--- config.mk ---
export PLATFORM = sky130hd
export DESIGN_NAME = pipe_hazard_ctrl_flat
export DESIGN_NICKNAME = d
export VERILOG_FILES = /design/src/rtl/pipe_hazard_ctrl_if.sv /design/src/rtl/pipe_hazard_ctrl.sv /design/src/flat_wrapper.sv
export SDC_FILE = /design/constraint.sdc
export NUM_CORES = 1
export LEC_CHECK = 0
export BUFFER_PORTS_ARGS = -buffer_cell sky130_fd_sc_hd__buf_2
export CORE_MARGIN = 3
export CORE_UTILIZATION = 51
export CTS_CLUSTER_SIZE = 25
export DETAILED_ROUTE_END_ITERATION = 6
export PLACE_DENSITY = 0.79
export SLEW_MARGIN = 20
export SYNTH_ARGS = -nofsm -noshare
export SYNTH_HDL_FRONTEND = slang
export SYNTH_SLANG_ARGS = --single-unit
--- constraint.sdc ---
create_clock -name clk -period 2.42 [get_ports clk]
set_input_delay 0.121 -clock clk [delete_from_list [all_inputs] [get_ports clk]]
set_output_delay 0.121 -clock clk [all_outputs]
set_load 0.05 [all_outputs]
--- src/rtl/pipe_hazard_ctrl_if.sv ---
// Pipeline control bundle: hazard inputs from ID/EX/MEM and per-register enables/flushes.
// Combinational request/response with no handshake, sampled every cycle.
interface pipe_hazard_ctrl_if #(
    parameter int CNT_W = 16
);
    logic [4:0]       ID_R1addr;
    logic [4:0]       ID_R2addr;
    logic             ID_R1used;
    logic             ID_R2used;
    logic [4:0]       EX_WReg1;
    logic             EX_MemRead;
    logic             EX_BranchTaken;
    logic             MEM_MemAccess;
    logic             clr_counters;
    logic             pc_we;
    logic             ifid_we;
    logic             ifid_flush;
    logic             idex_we;
    logic             idex_flush;
    logic             exmem_we;
    logic             memwb_flush;
    logic             mem_busy;
    logic [CNT_W-1:0] stall_cycles;
    logic [CNT_W-1:0] flush_count;

    modport master (
        output ID_R1addr, ID_R2addr, ID_R1used, ID_R2used, EX_WReg1, EX_MemRead,
               EX_BranchTaken, MEM_MemAccess, clr_counters,
        input  pc_we, ifid_we, ifid_flush, idex_we, idex_flush, exmem_we, memwb_flush,
               mem_busy, stall_cycles, flush_count
    );

    modport slave (
        input  ID_R1addr, ID_R2addr, ID_R1used, ID_R2used, EX_WReg1, EX_MemRead,
               EX_BranchTaken, MEM_MemAccess, clr_counters,
        output pc_we, ifid_we, ifid_flush, idex_we, idex_flush, exmem_we, memwb_flush,
               mem_busy, stall_cycles, flush_count
    );
endinterface

--- src/rtl/pipe_hazard_ctrl.sv ---
// Five-stage pipe control: MEM freeze, EX branch flush, ID/EX load-use stall, stall/flush counters.
// Controls are zero-latency combinational; freeze holds everything up to EX/MEM for MEM_LAT-1 cycles.
module pipe_hazard_ctrl #(
    parameter int MEM_LAT = 2,
    parameter int CNT_W   = 16
) (
    input  logic              clk,
    input  logic              reset,
    pipe_hazard_ctrl_if.slave bus
);
    typedef enum logic {RUN = 1'b0, WAIT = 1'b1} state_t;

    localparam bit         LONG_MEM  = (MEM_LAT >= 2);
    localparam logic [3:0] WAIT_INIT = LONG_MEM ? 4'(MEM_LAT - 2) : 4'd0;

    state_t           state;
    state_t           state_nxt;
    logic [3:0]       wcnt;
    logic [3:0]       wcnt_nxt;
    logic             freeze;
    logic             load_use;
    logic             stall_inc;
    logic             flush_inc;
    logic [CNT_W-1:0] stall_q;
    logic [CNT_W-1:0] flush_q;

    assign freeze = ((state == RUN) && bus.MEM_MemAccess && LONG_MEM) ||
                    ((state == WAIT) && (wcnt != 4'd0));

    assign load_use = bus.EX_MemRead && (bus.EX_WReg1 != 5'd0) &&
                      ((bus.ID_R1used && (bus.ID_R1addr == bus.EX_WReg1)) ||
                       (bus.ID_R2used && (bus.ID_R2addr == bus.EX_WReg1)));

    always_ff @(posedge clk or negedge reset) begin
        if (!reset) begin
            state <= RUN;
            wcnt  <= 4'd0;
        end else begin
            state <= state_nxt;
            wcnt  <= wcnt_nxt;
        end
    end

    // WAIT with wcnt==0 is the release cycle: MEM access is ignored so the frozen op can leave.
    always_comb begin
        state_nxt = state;
        wcnt_nxt  = wcnt;
        case (state)
            RUN: begin
                if (freeze) begin
                    state_nxt = WAIT;
                    wcnt_nxt  = WAIT_INIT;
                end
            end
            WAIT: begin
                if (wcnt != 4'd0) begin
                    wcnt_nxt = wcnt - 4'd1;
                end else begin
                    state_nxt = RUN;
                end
            end
        endcase
    end

    always_comb begin
        bus.pc_we       = 1'b1;
        bus.ifid_we     = 1'b1;
        bus.ifid_flush  = 1'b0;
        bus.idex_we     = 1'b1;
        bus.idex_flush  = 1'b0;
        bus.exmem_we    = 1'b1;
        bus.memwb_flush = 1'b0;
        bus.mem_busy    = 1'b0;
        if (!reset) begin
            bus.pc_we    = 1'b0;
            bus.ifid_we  = 1'b0;
            bus.idex_we  = 1'b0;
            bus.exmem_we = 1'b0;
        end else if (freeze) begin
            bus.pc_we       = 1'b0;
            bus.ifid_we     = 1'b0;
            bus.idex_we     = 1'b0;
            bus.exmem_we    = 1'b0;
            bus.memwb_flush = 1'b1;
            bus.mem_busy    = 1'b1;
        end else if (bus.EX_BranchTaken) begin
            bus.ifid_flush = 1'b1;
            bus.idex_flush = 1'b1;
        end else if (load_use) begin
            bus.pc_we      = 1'b0;
            bus.ifid_we    = 1'b0;
            bus.idex_flush = 1'b1;
        end
    end

    // A load-use squashed by a taken branch is not a stall.
    assign stall_inc = freeze || (load_use && !bus.EX_BranchTaken);
    assign flush_inc = !freeze && bus.EX_BranchTaken;

    always_ff @(posedge clk or negedge reset) begin
        if (!reset) begin
            stall_q <= '0;
            flush_q <= '0;
        end else if (bus.clr_counters) begin
            stall_q <= '0;
            flush_q <= '0;
        end else begin
            if (stall_inc && (stall_q != '1)) stall_q <= stall_q + CNT_W'(1);
            if (flush_inc && (flush_q != '1)) flush_q <= flush_q + CNT_W'(1);
        end
    end

    assign bus.stall_cycles = stall_q;
    assign bus.flush_count  = flush_q;
endmodule

--- src/flat_wrapper.sv ---
// flat-port wrapper written by rule: the top's interface ports become plain ports
module pipe_hazard_ctrl_flat 
#(
    parameter int MEM_LAT = 2,
    parameter int CNT_W   = 16
)
  (clk, reset, bus_ID_R1addr, bus_ID_R2addr, bus_ID_R1used, bus_ID_R2used, bus_EX_WReg1, bus_EX_MemRead, bus_EX_BranchTaken, bus_MEM_MemAccess, bus_clr_counters, bus_pc_we, bus_ifid_we, bus_ifid_flush, bus_idex_we, bus_idex_flush, bus_exmem_we, bus_memwb_flush, bus_mem_busy, bus_stall_cycles, bus_flush_count);
  pipe_hazard_ctrl_if #(.CNT_W(CNT_W)) bus_i ();
  input  logic clk;
  input  logic reset;
  input wire logic [$bits(bus_i.ID_R1addr)-1:0] bus_ID_R1addr;
  input wire logic [$bits(bus_i.ID_R2addr)-1:0] bus_ID_R2addr;
  input wire logic [$bits(bus_i.ID_R1used)-1:0] bus_ID_R1used;
  input wire logic [$bits(bus_i.ID_R2used)-1:0] bus_ID_R2used;
  input wire logic [$bits(bus_i.EX_WReg1)-1:0] bus_EX_WReg1;
  input wire logic [$bits(bus_i.EX_MemRead)-1:0] bus_EX_MemRead;
  input wire logic [$bits(bus_i.EX_BranchTaken)-1:0] bus_EX_BranchTaken;
  input wire logic [$bits(bus_i.MEM_MemAccess)-1:0] bus_MEM_MemAccess;
  input wire logic [$bits(bus_i.clr_counters)-1:0] bus_clr_counters;
  output wire logic [$bits(bus_i.pc_we)-1:0] bus_pc_we;
  output wire logic [$bits(bus_i.ifid_we)-1:0] bus_ifid_we;
  output wire logic [$bits(bus_i.ifid_flush)-1:0] bus_ifid_flush;
  output wire logic [$bits(bus_i.idex_we)-1:0] bus_idex_we;
  output wire logic [$bits(bus_i.idex_flush)-1:0] bus_idex_flush;
  output wire logic [$bits(bus_i.exmem_we)-1:0] bus_exmem_we;
  output wire logic [$bits(bus_i.memwb_flush)-1:0] bus_memwb_flush;
  output wire logic [$bits(bus_i.mem_busy)-1:0] bus_mem_busy;
  output wire logic [$bits(bus_i.stall_cycles)-1:0] bus_stall_cycles;
  output wire logic [$bits(bus_i.flush_count)-1:0] bus_flush_count;
  assign bus_i.ID_R1addr = bus_ID_R1addr;
  assign bus_i.ID_R2addr = bus_ID_R2addr;
  assign bus_i.ID_R1used = bus_ID_R1used;
  assign bus_i.ID_R2used = bus_ID_R2used;
  assign bus_i.EX_WReg1 = bus_EX_WReg1;
  assign bus_i.EX_MemRead = bus_EX_MemRead;
  assign bus_i.EX_BranchTaken = bus_EX_BranchTaken;
  assign bus_i.MEM_MemAccess = bus_MEM_MemAccess;
  assign bus_i.clr_counters = bus_clr_counters;
  assign bus_pc_we = bus_i.pc_we;
  assign bus_ifid_we = bus_i.ifid_we;
  assign bus_ifid_flush = bus_i.ifid_flush;
  assign bus_idex_we = bus_i.idex_we;
  assign bus_idex_flush = bus_i.idex_flush;
  assign bus_exmem_we = bus_i.exmem_we;
  assign bus_memwb_flush = bus_i.memwb_flush;
  assign bus_mem_busy = bus_i.mem_busy;
  assign bus_stall_cycles = bus_i.stall_cycles;
  assign bus_flush_count = bus_i.flush_count;
  pipe_hazard_ctrl #(.MEM_LAT(MEM_LAT), .CNT_W(CNT_W)) u_core (.clk(clk), .reset(reset), .bus(bus_i));
endmodule
==> run_results.csv <==
group,metric,value,unit
detailed_routing,vias_per_cell,5.34,
sta,slew_headroom,0.606,
global_routing,overflow,0,
finish,area_growth,20.2,%
die,chipHeight,69.9,µm
worst_setup_path,endpoint_kind,"flip-flop",
worst_setup_path,rr_endpoint,"u_core.bus.stall_cycles[0]",
worst_setup_path,cp_data_arrival_time,2.33,ns
clock_tree,cts_made_buffers,5,
clock_tree,clkTransAtPathRegs,0.07,ns
finish,layout_common_cells,"62 x buf_2, 37 x dfrtp_1, 24 x nor2_1, 20 x nand2_1, 18 x a21oi_1",
placed_design,pre_cts_ws,0.274,ns
global_routing,first_global_vias,1790,
worst_setup_path,crit_path_max_fanout,29,
sta,worstMarginPinSlew,0.590,ns
clock_tree,insertion_delay,0.29,ns
sta,setup_viol,0,
sta,slew_violations,0,
die,core,0.00380,mm²
placed_design,hpwlAfterDp,3.42,mm
detailed_routing,route.detailed.drc,0,
pwr,powerDensity,764,mW/mm²
detailed_routing,dr.pass1.iters,4,
worst_setup_path,rrSetupSlack,0.25,ns
sta,max_freq,0.461,GHz
worst_hold_path,hold_class,"in2reg",
synthesis,avgSynthCellArea,9.06,µm²
global_routing,grt.busiest_layer,"met2",
finish,nets,319,
worst_setup_path,startpoint,"u_core.bus.stall_cycles[0]",
global_routing,grtUsageMet3,0.0432,
synthesis,netlist_instances,230,
worst_setup_path,crit_buf_inv,2,
sta,hold_viol,0,
sta,finalSetupTns,0,ns
global_routing,antenna_found_initial,0,
placed_design,place_congestion,0.822,
clock_tree,cts_sinks,37,
global_routing,use_met2,0.328,
synthesis,async_reset_ff_frac,1.00,
pwr,power_switching,0.807,mW
clock_tree,cts_setup_buffers,0,
detailed_routing,drt_iter0_markers,140,
detailed_routing,ant_nets,0,
pwr,p_seq_frac,0.389,
global_routing,grt_max_degree,33,
synthesis,yosys_most_used_dff,"dfrtp_1",
sta,period_needed,2.17,ns
worst_setup_path,critical_path.startpoint_type,"flip-flop",
clock_tree,post_cts_resized,0,
sta,rsz0062_at_grt,"no",
worst_setup_path,critPathMaxStageDelay,0.44,ns
outcome,status,"completed",
worst_setup_path,cpMostUsedCell,"buf_4",
synthesis,synth_edf_count,0,
worst_setup_path,r2r_start,"u_core.bus.stall_cycles[0]",
global_routing,met1_usage,0.246,
pwr,peakVddDrop,0.000639,V
finish,drive_gt1_frac,0.269,
detailed_routing,drt-total-wl,4.70,mm
pwr,p_int,1.11,mW
run,maxCapViolCount,0,
clock_tree,cts_tree,"done",
die,die-area,0.00489,mm²
die,die_width,69.9,µm
synthesis,synth-seq-cells,37,
clock_tree,clockBufferDepth,2,
pwr,power_switching_share,0.422,
synthesis,synth_warnings,0,
worst_setup_path,required,2.58,ns
synthesis,synth_seq_area_share,0.444,
worst_setup_path,cp_slowest_cell,"dfrtp_1",
sta,worst_slack,0.249,ns
global_routing,grt_usage,0.196,
synthesis,netlist_area,0.00208,mm²
pwr,comb_power_share,0.392,
worst_setup_path,cp.depth,9,
die,fp-row-count,22,
worst_setup_path,path_delay_family,"simple AND/OR/NAND/NOR gates",
clock_tree,h-tree-depth,2,
detailed_routing,vias,1826,
die,io-pin-count,63,
detailed_routing,avgRoutedWirePerCell,13.8,µm
finish,n_antenna_cell,0,
worst_setup_path,crit_path_end,"u_core.bus.stall_cycles[0]",
placed_design,portBuffers,62,
synthesis,synth_nets,256,
pwr,pwr-share-clk,0.219,
sta,period_share,0.897,
global_routing,grt_pass1_wl,7.83,mm
worst_setup_path,crit_type,"reg2reg",
worst_setup_path,worstPathCellList,"ha_1, nand2_1, nor3_1, a211oi_2, a21oi_2, buf_4, buf_4, xor2_1, nor2_1",
die,start_util,0.549,
pwr,p_leak,1.20,nW
clock_tree,root_buffer,"clkbuf_8",
worst_setup_path,reg2reg_depth,9,
sta,finClkSkew,0.00911,ns
finish,layout_commonest_cell,"buf_2",
synthesis,synthDistinctLibCells,34,
-- power groups by stage --
stage,Clock (mW),Combinational [mW],Sequential (mW)
floorplan,0,0.553,0.818
global placement,0,0.738,0.748
detailed placement,0,0.753,0.754
CTS,0.430,0.759,0.744
global route,0.463,0.824,0.753
finish,0.419,0.751,0.744
-- registers in the layout (all words and copies together), names as in the netlist --
signal / cells
u_core.wcnt: 4
u_core.bus.stall_cycles: 16
u_core.bus.flush_count: 16
u_core.state: 1
-- worst reg2reg max path: stages, from the launching register on --
cell	delay, ns
dfrtp_1	0.44
ha_1	0.23
nand2_1	0.08
nor3_1	0.38
a211oi_2	0.13
a21oi_2	0.15
buf_4	0.26
buf_4	0.16
xor2_1	0.14
nor2_1	0.06
-- timing repair --
action	CTS	global route
hold buffers	1	0
setup endpoints to repair	0	0
endpoints found under the hold margin	7	0
-- Yosys cell counts, types with 3 or more instances --
master    count  area share
and3_1        3      0.0090
nand3_1      13       0.031
a21oi_1      18       0.043
inv_1         7       0.013
or3_1        15       0.045
nand2_1      20       0.036
o21ai_1      10       0.024
xor2_1       14       0.059
buf_4         3       0.011
clkbuf_1      4      0.0072
nor2_1       24       0.043
and4_1        4       0.017
nor3_1        3      0.0072
o21ai_0      10       0.024
ha_1          3       0.018
nand4_1       9       0.027
xnor2_1      12       0.050
dfrtp_1      37        0.44
-- metal layers --
metal / vias up / part of all wire
li1: 931 / -
met1: 854 / 0.45
met2: 34 / 0.49
met3: 7 / 0.041
met4: 0 / 0.013
met5: - / 0
-- logic make-up after synthesis --
family,count (synthesis),synth area share
and+or+nand+nor,99,0.244
AOI/OAI and AO/OA,46,0.131
DFF,37,0.444
xor gates and xnor gates,26,0.109
buffers and inverters,17,0.0438
adders and majority gates,3,0.0180
muxes,2,0.00960
-- worst min-delay path by stage --
stage | start | to | slack, ns | depth (start not counted)
after floorplan | reset | u_core.bus.flush_count[0] | -0.17 | 0
after global placement | reset | u_core.bus.flush_count[2] | -0.01 | 1
after detailed placement | reset | u_core.bus.flush_count[1] | -0.008 | 1
after CTS | bus_MEM_MemAccess | u_core.wcnt[3] | 0.06 | 2
after global routing | bus_MEM_MemAccess | u_core.wcnt[3] | 0.08 | 2
final | bus_MEM_MemAccess | u_core.wcnt[3] | 0.07 | 2
-- layout make-up --
type,instances,area (µm²)
clock buffers,6,72.6
inverters,7,26.3
repair buffers,66,343
fillers,342,1290
well taps,48,60.1
flip-flops and latches,37,926
multi-input cells,176,1070
clock inverters,2,10.0
-- metrics by stage --
step | power (mW) | utilization | area [µm²] | hold slack, ns | instances
after global placement | 1.49 | 0.635 | 2410 | -0.0127 | 333
after global routing | 2.04 | 0.659 | 2500 | 0.0752 | 342
after detailed placement | 1.51 | 0.635 | 2410 | -0.00754 | 333
final | 1.91 | 0.659 | 2500 | 0.0657 | 342
after floorplan | 1.37 | - | 2080 | -0.175 | 230
after CTS | 1.93 | 0.659 | 2500 | 0.0583 | 342
Power figures use the tool's default switching activity.
